==> config.mk <==
export PLATFORM = sky130hd
export DESIGN_NAME = ulpi_link_ctrl
export DESIGN_NICKNAME = d
export VERILOG_FILES = /design/src/rtl/ulpi_pkg.sv /design/src/rtl/ulpi_startup_timer.sv /design/src/rtl/ulpi_link_ctrl.sv
export SDC_FILE = /design/constraint.sdc
export NUM_CORES = 1
export LEC_CHECK = 0
export CAP_MARGIN = 20
export CORE_MARGIN = 10
export CORE_UTILIZATION = 25
export CTS_CLUSTER_SIZE = 12
export DETAILED_ROUTE_END_ITERATION = 10
export PLACE_DENSITY = 0.51
export SYNTH_ARGS = -nofsm -noshare
export SYNTH_HDL_FRONTEND = slang
export SYNTH_SLANG_ARGS = --single-unit
==> constraint.sdc <==
create_clock -name i_clk -period 2.55 [get_ports i_clk]
set_clock_uncertainty 0.1 [all_clocks]
set_input_delay 0.51 -clock i_clk [delete_from_list [all_inputs] [get_ports i_clk]]
set_output_delay 0.51 -clock i_clk [all_outputs]
set_load 0.03 [all_outputs]
==> src/rtl/ulpi_pkg.sv <==
// ulpi_pkg: shared FSM state type and bus constants for the ULPI link controller
package ulpi_pkg;
  typedef enum logic [2:0] {
    ULPI_FSM_STATE_RESET,
    ULPI_FSM_STATE_RESET_SET_STP_HIGH,
    ULPI_FSM_STATE_WAIT_DIR,
    ULPI_FSM_STATE_WAIT_DIR_LOW,
    ULPI_FSM_STATE_IDLE,
    ULPI_FSM_STATE_RX_TURN,
    ULPI_FSM_STATE_RX,
    ULPI_FSM_STATE_TX_TURN
  } ulpi_fsm_state_t;
  localparam logic [7:0] ULPI_TX_NOOP = 8'h00;
endpackage

==> src/rtl/ulpi_startup_timer.sv <==
// ulpi_startup_timer: counts cycles spent waiting for DIR; expire fires on the TIMEOUT-th cycle, never when TIMEOUT=0
module ulpi_startup_timer #(
  parameter int unsigned TIMEOUT = 65535
) (
  input  logic clk,
  input  logic rst_n,
  input  logic en,
  output logic expire
);
  localparam int W = TIMEOUT > 1 ? $clog2(TIMEOUT) : 1;
  logic [W-1:0] cnt;
  always_ff @(posedge clk or negedge rst_n)
    if (!rst_n) cnt <= '0;
    else cnt <= en ? cnt + 1'b1 : '0;
  assign expire = (TIMEOUT != 0) && en && (cnt == W'(TIMEOUT - 1));
endmodule

==> src/rtl/ulpi_link_ctrl.sv <==
// ulpi_link_ctrl: ULPI PHY start-up sequencing, bus turnaround tracking and RX reception.
// Optional ULPI_RXCMD_CAPTURE_EN adds o_rxcmd / o_rxcmd_vld capture of RX CMD bytes.
import ulpi_pkg::*;
module ulpi_link_ctrl #(
  parameter int unsigned STARTUP_TIMEOUT = 65535
) (
  input  logic       i_clk,
  input  logic       i_rst,
  input  logic       i_dir,
  input  logic       i_nxt,
  output logic       o_stp,
  output logic       o_rst,
  input  logic [7:0] i_data,
  output logic [7:0] o_data
`ifdef ULPI_RXCMD_CAPTURE_EN
  ,
  output logic [7:0] o_rxcmd,
  output logic [0:0] o_rxcmd_vld
`endif
);
  ulpi_fsm_state_t state, nxt_state;
  logic expire;
  ulpi_startup_timer #(.TIMEOUT(STARTUP_TIMEOUT)) u_timer (
    .clk(i_clk),
    .rst_n(i_rst),
    .en(state == ULPI_FSM_STATE_WAIT_DIR),
    .expire(expire)
  );
  always_comb begin
    nxt_state = state;
    case (state)
      ULPI_FSM_STATE_RESET:              nxt_state = ULPI_FSM_STATE_RESET_SET_STP_HIGH;
      ULPI_FSM_STATE_RESET_SET_STP_HIGH: nxt_state = ULPI_FSM_STATE_WAIT_DIR;
      ULPI_FSM_STATE_WAIT_DIR:           nxt_state = i_dir ? ULPI_FSM_STATE_WAIT_DIR_LOW :
                                                     expire ? ULPI_FSM_STATE_RESET : ULPI_FSM_STATE_WAIT_DIR;
      ULPI_FSM_STATE_WAIT_DIR_LOW:       nxt_state = i_dir ? ULPI_FSM_STATE_WAIT_DIR_LOW : ULPI_FSM_STATE_IDLE;
      ULPI_FSM_STATE_IDLE:               nxt_state = i_dir ? ULPI_FSM_STATE_RX_TURN : ULPI_FSM_STATE_IDLE;
      ULPI_FSM_STATE_RX_TURN:            nxt_state = i_dir ? ULPI_FSM_STATE_RX : ULPI_FSM_STATE_IDLE;
      ULPI_FSM_STATE_RX:                 nxt_state = i_dir ? ULPI_FSM_STATE_RX : ULPI_FSM_STATE_TX_TURN;
      ULPI_FSM_STATE_TX_TURN:            nxt_state = i_dir ? ULPI_FSM_STATE_RX_TURN : ULPI_FSM_STATE_IDLE;
      default:                           nxt_state = ULPI_FSM_STATE_RESET;
    endcase
  end
  // Outputs are registered from the next state so they change on the same edge as the FSM
  always_ff @(posedge i_clk or negedge i_rst)
    if (!i_rst) begin
      state  <= ULPI_FSM_STATE_RESET;
      o_rst  <= 1'b1;
      o_stp  <= 1'b0;
      o_data <= ULPI_TX_NOOP;
    end else begin
      state  <= nxt_state;
      o_rst  <= nxt_state inside {ULPI_FSM_STATE_RESET, ULPI_FSM_STATE_RESET_SET_STP_HIGH, ULPI_FSM_STATE_WAIT_DIR};
      o_stp  <= nxt_state inside {ULPI_FSM_STATE_WAIT_DIR, ULPI_FSM_STATE_WAIT_DIR_LOW};
      o_data <= ULPI_TX_NOOP;
    end
`ifdef ULPI_RXCMD_CAPTURE_EN
  always_ff @(posedge i_clk or negedge i_rst)
    if (!i_rst) begin
      o_rxcmd     <= 8'h00;
      o_rxcmd_vld <= 1'b0;
    end else begin
      o_rxcmd_vld <= (state == ULPI_FSM_STATE_RX) && !i_nxt;
      o_rxcmd     <= (state == ULPI_FSM_STATE_RX) && !i_nxt ? i_data : o_rxcmd;
    end
`endif
endmodule

Word level (Yosys, flattened, before mapping)
Index checks and enable logic that the tools add are counted.

word-level totals
  input bits = 12
  flip-flop bits (word level) = 21
  ROM bits = 0
  word-level logic and storage cells = 30
  RAM bits = 0
  latch bits = 0
  memories = 0
  output and inout port bits = 10

cells by class
  divide/modulo/power cells = 0
  $add $sub $neg = 1
  multiplexer cells = 8
  reductions and logical operators = 6
  $lt $le $gt $ge = 0
  bitwise logic cells = 0
  multiply operators = 0
  equal/unequal tests = 11
  shifts and indexed selects = 0

operator list
  operator               number
  $pmux 3 s7             1
  $add 16x1->16 const B  1
  $eq 16x16->1 const B   1
  $mux 16                1
  $eq 3x2->1 const B     4
  $eq 3x3->1 const B     4
  $eq 3x1->1 const B     2
  $logic_not 3->1        2
  $mux 2                 3
  $mux 3                 1
  $reduce_bool 3->1      1
  $mux 1                 2
  $reduce_bool 2->1      1
  $reduce_or 2->1        1
  $logic_and 1x1->1      1

Longest topological paths before layout
Gate-level depths: netlist (run 1).

  word-level depth = 7
  gate-level depth with buffers = 5
  depth with buffers taken out = 5

Hierarchy
Synthesis (run 1) repeated with hierarchy kept, for this count alone.

unflattened totals
  cell total of the unflattened synthesis = 116
  area, all modules = 1,126.1 um2

modules (own cells, without submodules)
  module              seq. area each (um2)  cells an instance  instances  area each (um2)
  ulpi_startup_timer  400.4                 82                 1          810.8
  ulpi_link_ctrl      126.4                 34                 1          315.3

Worst setup path after synthesis (run 1)
Ideal clock, no wire load.

  path kind = register to register
  start point = register u_timer.cnt[0]
  end point = register u_timer.cnt[14]
  slack = 1.057 ns
  path buffers = 0
  data required time = 2.316 ns
  stages on the path, launching flop included = 6
  arrival = 1.259 ns
  library setup time = 0.134 ns
  period minus slack after synthesis = 1.493 ns
  cell sequence = dfrtp_1 -> ha_1 -> nand4_1 -> nor4_1 -> xnor2_1 -> nor2_1

on the way
  word-level cells in the longest chain between the ends = 2

RTL lines
  element                   RTL line                  text
  start: declaration        ulpi_startup_timer.sv:11  logic [W-1:0] cnt;
  start signal: assignment  ulpi_startup_timer.sv:14  else cnt <= en ? cnt + 1'b1 : '0;
  $add 16x1->16             ulpi_startup_timer.sv:14
  $mux 16                   ulpi_startup_timer.sv:14

Every way passes these cells.

Final worst setup path (run 1)
  start point = register o_rst
  end point = output o_rst

RTL lines
  element                   RTL line              text
  start: declaration        ulpi_link_ctrl.sv:12  output logic o_rst,
  start signal: assignment  ulpi_link_ctrl.sv:53  o_rst <= nxt_state inside {ULPI_FSM_STATE_RESET, ULPI_FSM_STATE_RESET_SET_STP_HIGH, ULPI_FSM_STATE_WAIT_DIR};

No word-level cell between the ends.

==> results.md, run 1 <==
| Item | Reported |
| --- | --- |
| Maximum fanout encountered on the critical timing path | 1 |
| Result of the run | finished, final reports clean |
| Register bit total from synthesis | 21 |
| Std-Cell Rows | 24 |
| Die Width | 86.2 um |
| Register-to-Register Path Depth | 5 |
| Nets@finish | 136 |
| Avg Inst Size Synth | 9.36 um2 |
| Post-CTS setup buffers | 0 |
| Sum of buffers and inverters on the critical path | 1 |
| Final number of max-transition violations | 0 |
| Total GRT Usage | 0.0574 |
| CP cell instances | clkdlybuf4s50_1 |
| Period Utilization, post-route | 0.802 |
| Tightest Pin Transition | 0.574 ns |
| Number of warnings printed during yosys synthesis | 0 |
| Netlist cell types | 27 |
| Total wire length after detailed routing | 2030 um |
| I/O pin cnt | 22 |
| Net switching power figure | 217 uW |
| Setup repair after global routing missed its margin | false |
| Library cell contributing the largest single delay on the critical path | sky130_fd_sc_hd__clkdlybuf4s50_1 |
| Initial drt markers | 25 |
| Final sum of negative setup slack | 0 ns |
| Drt pass-1 iters | 4 |
| Starting density of the core | 0.255 |
| Logic pwr share | 0.153 |
| Largest net degree at the start of global routing | 17 |
| Count of inserted antenna diode cells | 0 |
| DR vias/cell | 4.39 |
| Drt wl/cell | 11.7 um |
| Gate Count Post-Synth | 117 |
| Clk Latency, worst-skew pair | 0.26 ns |
| Leading cell type in the layout, fill and taps excluded | sky130_fd_sc_hd__nor2_1 |
| Sink Count | 21 |
| TritonCTS clock tree | yes |
| Element type at the critical path end | primary output |
| Setup violation total in the final timing report | 0 |
| Die extent in y | 86.2 um |
| Vias in the first global route | 744 |
| Min-Delay Path Depth | 2 |
| Max incr delay on CP | 0.66 ns |
| Antenna violations before repair | 0 |
| Worst EP required | 1.94 ns |
| First-pass GRT wire length | 3510 um |
| Antenna-violating nets left | 0 |
| Tightest Hold Check Type | flip-flop to flip-flop |
| Number of H-tree levels | 1 |
| Final HPWL DP | 1500 um |
| Core ar. | 0.00429 mm2 |
| Post-CTS resize count | 0 |
| Clock power share | 0.308 |
| F_max | 0.489 GHz |
| Fraction of layout instances using a drive strength above 1 | 0.0909 |
| Worst path top cell family by delay | buffers and inverters |
| Number of hold buffers added after CTS | 0 |
| Worst-path clk slew | 0.08 ns |
| Number of DRC violations after detailed routing | 0 |
| Area growth from synthesis to final layout | 9.37% |
| Register area share after synthesis | 0.481 |
| Areal power density over the cells | 606 mW/mm2 |
| Part of the total power dissipated in sequential elements | 0.539 |
| Critical path class | flip-flop to primary output |
| Buffers from clock root to sink, at most | 2 |
| Arrival time at the worst endpoint | 1.43 ns |
| Count of input and output buffers | 4 |
| Maximum ir drop on the vdd rail | 389 uV |
| Reported leakage power | 0.000461 uW |
| Switching share of power | 0.300 |
| Int Power | 508 uW |
| Number of logic stages on the critical path including buffering | 1 |
| Final-report hold violation count | 0 |
| CTS Buf Count | 3 |
| Critical path startpoint category | flip-flop |
| Commonest cells after routing, fill and taps aside | sky130_fd_sc_hd__nor2_1 (21), sky130_fd_sc_hd__dfrtp_1 (20), sky130_fd_sc_hd__xnor2_1 (10) |
| Maxcap violations | 0 |
| Netlist area before placement | 0.00109 mm2 |
| Worst slew slack as a fraction of its limit | 0.616 |
| Cell at the root of the clock tree | sky130_fd_sc_hd__clkbuf_8 |
| Share of the core filled with cells in the final layout | 0.279 |
| Min Clock Period, post-route | 2.04 ns |
| Vias after detailed routing | 760 |
| Die area | 0.00743 mm2 |
| Overflow left after global routing | 0 |
| Final estimated routing congestion in global placement | 0.793 |
[Yosys cell counts (all sizes together)]
master   n  share of area
nor2    23          0.083
dfrtp   20           0.46
xnor2   10          0.080
buf      9          0.065
nand3    7          0.032
inv      6          0.021
nand2    5          0.017
nor3     5          0.023
nand4    4          0.029
nor4     4          0.023
a21oi    3          0.014
clkbuf   3          0.010
o21ai    3          0.014
xor2     3          0.024
and4     2          0.016
ha       2          0.023
a211o    1         0.0080
a211oi   1         0.0069
a21o     1         0.0069
and3     1         0.0069
conb     1         0.0034
dfstp    1          0.024
o21a     1         0.0069
or3      1         0.0069
[sequential cells by signal, summed over array words and instances (netlist names)]
name / cells
state: 3
u_timer.cnt: 16
o_rst: 1
o_stp: 1
[power by group through the flow]
stage | clock (uW) | sequential (uW) | combinational (uW)
2_1_floorplan | 0 | 385 | 101
3_3_place_gp | 0 | 396 | 109
3_5_place_dp | 0 | 398 | 112
4_1_cts | 230 | 391 | 112
5_1_grt | 252 | 398 | 127
6_report | 223 | 391 | 111
[metal layers]
metal / up-vias / global-route usage / share of wire
met2: 13 / 0.0865 / 0.42
met1: 362 / 0.0696 / 0.49
met4: 0 / 0.00884 / 0.0049
met3: 3 / 0.0347 / 0.085
li1: 382 / - / -
met5: - / 0 / 0
[per-stage QoR]
stage	hold slack, ns	total power (uW)	instances	worst slack [ns]	cell area, um2
floorplan	0.114	486	124	1.06	1120
global placement	0.424	505	169	0.650	1150
detailed placement	0.436	509	169	0.654	1150
CTS	0.448	733	173	0.490	1200
global route	0.496	777	173	0.458	1200
finish	0.445	725	173	0.506	1200
[area by class of cell]
class / count / area (um2)
well taps: 52 / 65.1
flip-flops and latches: 21 / 527
repair buffers: 5 / 47.5
multi-input cells: 85 / 489
inverters: 6 / 22.5
clock inverters: 1 / 5.00
fillers: 460 / 3100
clock buffers: 3 / 41.3
[path summary, 6_finish.rpt]
check | startpoint | to | slack [ns]
max | o_rst | o_rst | 0.51
min in group asynchronous | i_rst | u_timer.cnt[2] | 0.49
max in group asynchronous | i_rst | u_timer.cnt[13] | 1.31
min reg2reg | u_timer.cnt[15] | u_timer.cnt[15] | 0.44
max reg2reg | u_timer.cnt[0] | u_timer.cnt[14] | 0.84
min | u_timer.cnt[15] | u_timer.cnt[15] | 0.44
[cell families after synthesis]
family,synth area share
adders and majority gates,0.0229
and+or+nand+nor,0.237
DFF,0.481
buffers and inverters,0.0960
AOI/OAI and AO/OA,0.0560
other,0.00343
xor gates and xnor gates,0.104
No activity file was read; power rests on OpenSTA's default activity.
==> run 2: changes to the inputs <==
Clock period 2.55 ns to 1.9 ns, I/O delays scaled along.
==> run 2 against run 1 <==
  * Wire length shrank 0.30%
  * Worst setup slack worse by 0.34 ns
  * Via count rose by 2.1%
  * Non-clock buffer count rose by 1
  * Highest routed layer unchanged
  * Hold slack worse by 0.085 ns
  * Critical endpoint is now o_stp
==> results.md, run 2 (synthesis gave the netlist of run 1 again) <==
| Item | Reported | Delta |
| --- | --- | --- |
| Result of the run | finished, final reports clean | unchanged |
| Overflow left after global routing | 0 | unchanged |
| Reported leakage power | 0.000469 uW | was 0.000461 uW |
| Fraction of layout instances using a drive strength above 1 | 0.0902 | was 0.0909 |
| Element type at the critical path end | primary output | unchanged |
| Switching share of power | 0.297 | was 0.300 |
| Final number of max-transition violations | 0 | unchanged |
| Worst EP required | 1.42 ns | was 1.94 ns |
| Leading cell type in the layout, fill and taps excluded | sky130_fd_sc_hd__nor2_1 | unchanged |
| Cell Count, Final, Fillers Out | 174 | was 173 |
| Std-Cell Rows | 24 | unchanged |
| Nets@finish | 137 | was 136 |
| First-pass GRT wire length | 3680 um | was 3510 um |
| Final estimated routing congestion in global placement | 0.774 | was 0.793 |
| Setup repair after global routing missed its margin | false | unchanged |
| TritonCTS clock tree | yes | unchanged |
| Part of the total power dissipated in sequential elements | 0.540 | was 0.539 |
| Cells after DPL | 170 | was 169 |
| Final-report hold violation count | 0 | unchanged |
| I/O pin cnt | 22 | unchanged |
| Flip-flop count of the largest register after layout | 16 | unchanged |
| Tightest Pin Transition | 0.575 ns | was 0.574 ns |
| Max incr delay on CP | 0.67 ns | was 0.66 ns |
| Antenna-violating nets left | 0 | unchanged |
| Period Utilization, post-route | 0.913 |  |
| Largest net degree at the start of global routing | 22 | was 17 |
| Final HPWL DP | 1470 um | was 1500 um |
| Count of input and output buffers | 4 | unchanged |
| Area growth from synthesis to final layout | 9.83% | was 9.37% |
| Cell at the root of the clock tree | sky130_fd_sc_hd__clkbuf_8 | unchanged |
| Library cell contributing the largest single delay on the critical path | sky130_fd_sc_hd__clkdlybuf4s50_1 | unchanged |
| DR vias/cell | 4.46 | was 4.39 |
| Die area | 0.00743 mm2 | unchanged |
| Vias in the first global route | 802 | was 744 |
| Number of H-tree levels | 1 | unchanged |
| Setup violation total in the final timing report | 0 | unchanged |
| Die extent in y | 86.2 um | unchanged |
| Count of inserted antenna diode cells | 0 | unchanged |
| Buffers from clock root to sink, at most | 2 | unchanged |
| Antenna violations before repair | 0 | unchanged |
| Logic pwr share | 0.155 | was 0.153 |
| Drt wl/cell | 11.6 um | was 11.7 um |
| Sink Count | 21 | unchanged |
| Arrival time at the worst endpoint | 1.25 ns | was 1.43 ns |
| F_max | 0.576 GHz |  |
| Clk Latency, worst-skew pair | 0.26 ns | about the same |
| Worst path top cell family by delay | buffers and inverters | unchanged |
| Starting density of the core | 0.255 | unchanged |
| Maxcap violations | 0 | unchanged |
| Total GRT Usage | 0.0591 | was 0.0574 |
| Die Width | 86.2 um | unchanged |
| Largest regs | u_timer.cnt: 16 flops, state: 3 flops | unchanged |
| Drt pass-1 iters | 4 | unchanged |
| Sum of buffers and inverters on the critical path | 1 | unchanged |
| CTS Buf Count | 3 | unchanged |
| Tightest Hold Check Type | primary input to async pin | was flip-flop to flip-flop |
| Clock power share | 0.304 | was 0.308 |
| Net switching power figure | 288 uW | was 217 uW |
| Total wire length after detailed routing | 2020 um | was 2030 um |
| Share of the core filled with cells in the final layout | 0.280 | was 0.279 |
| Initial drt markers | 56 | was 25 |
| Commonest cells after routing, fill and taps aside | sky130_fd_sc_hd__nor2_1 (21), sky130_fd_sc_hd__dfrtp_1 (20), sky130_fd_sc_hd__xnor2_1 (10) | unchanged |
| Register bank with the most flops | u_timer.cnt | unchanged |
| Min Clock Period, post-route | 1.73 ns |  |
| Int Power | 683 uW | was 508 uW |
| Critical path startpoint category | flip-flop | unchanged |
| Worst slew slack as a fraction of its limit | 0.615 | was 0.616 |
| CP cell instances | clkdlybuf4s50_1 | unchanged |
| Areal power density over the cells | 807 mW/mm2 | was 606 mW/mm2 |
| Number of hold buffers added after CTS | 0 | unchanged |
| Core ar. | 0.00429 mm2 | unchanged |
| Maximum fanout encountered on the critical timing path | 1 | unchanged |
| Worst-path clk slew | 0.08 ns | about the same |
| # fillers | 457 | was 460 |
| Final sum of negative setup slack | 0 ns | unchanged |
| Number of DRC violations after detailed routing | 0 | unchanged |
| Vias after detailed routing | 776 | was 760 |
| Maximum ir drop on the vdd rail | 496 uV | was 389 uV |
| Critical path class | flip-flop to primary output | unchanged |
[run 2: cell types whose count changed in the layout (fill, tap and decap cells not counted)]
cell                              before  now
sky130_fd_sc_hd__clkinv_2              1    0
sky130_fd_sc_hd__dlygate4sd2_1         0    1
sky130_fd_sc_hd__buf_4                 1    2
sky130_fd_sc_hd__clkdlybuf4s50_1       4    3
sky130_fd_sc_hd__clkbuf_1              0    1
[run 2: power groups by stage]
stage | registers (uW) | logic (uW) | clock network [uW]
6_report | 525 | 151 | 295
5_1_grt | 531 | 170 | 325
4_1_cts | 523 | 152 | 301
3_5_place_dp | 533 | 153 | 0
3_3_place_gp | 531 | 147 | 0
2_1_floorplan | 516 | 136 | 0
[run 2: metrics by stage]
step           instance area, um2  total power, uW  hold slack [ns]  setup slack (ns)
6_report                     1200              971            0.359             0.165
5_1_grt                      1200             1030            0.394            0.0194
4_1_cts                      1200              976            0.368             0.148
3_5_place_dp                 1160              686            0.435             0.108
3_3_place_gp                 1160              677            0.423             0.125
2_1_floorplan                1120              652          -0.0156             0.407
[run 2: final cells by class]
class	instances	area (um2)	area share
clock buffer	4	45.0	0.0375
timing repair buffer	6	53.8	0.0447
tap	52	65.1	0.0541
multi-input combinational	85	489	0.407
inverter	6	22.5	0.0187
sequential	21	527	0.438
[run 2: worst paths after layout]
path,to,slack [ns],cells past startpoint,start
setup / recovery,o_stp,0.17,1,o_stp
hold / removal,u_timer.cnt[7],0.36,2,i_rst
setup reg to reg,u_timer.cnt[14],0.17,5,u_timer.cnt[0]
hold reg to reg,o_rst,0.44,1,state[2]
max in group asynchronous,o_rst,1.07,2,i_rst
min in group i_clk,o_rst,0.44,1,state[2]
[run 2: repair_timing]
item / 4_1_cts / 5_1_grt
hold endpoints to repair: 0 / 0
setup buffers: 0 / 0
setup endpoints to repair: 1 / 0
resized for setup: 1 / 0
[run 2: per-layer routing]
layer | global-route usage | part of all wire
met2 | 0.0838 | 0.43
met1 | 0.0785 | 0.48
met5 | 0 | 0
met4 | 0.00736 | 0.0084
met3 | 0.0328 | 0.082
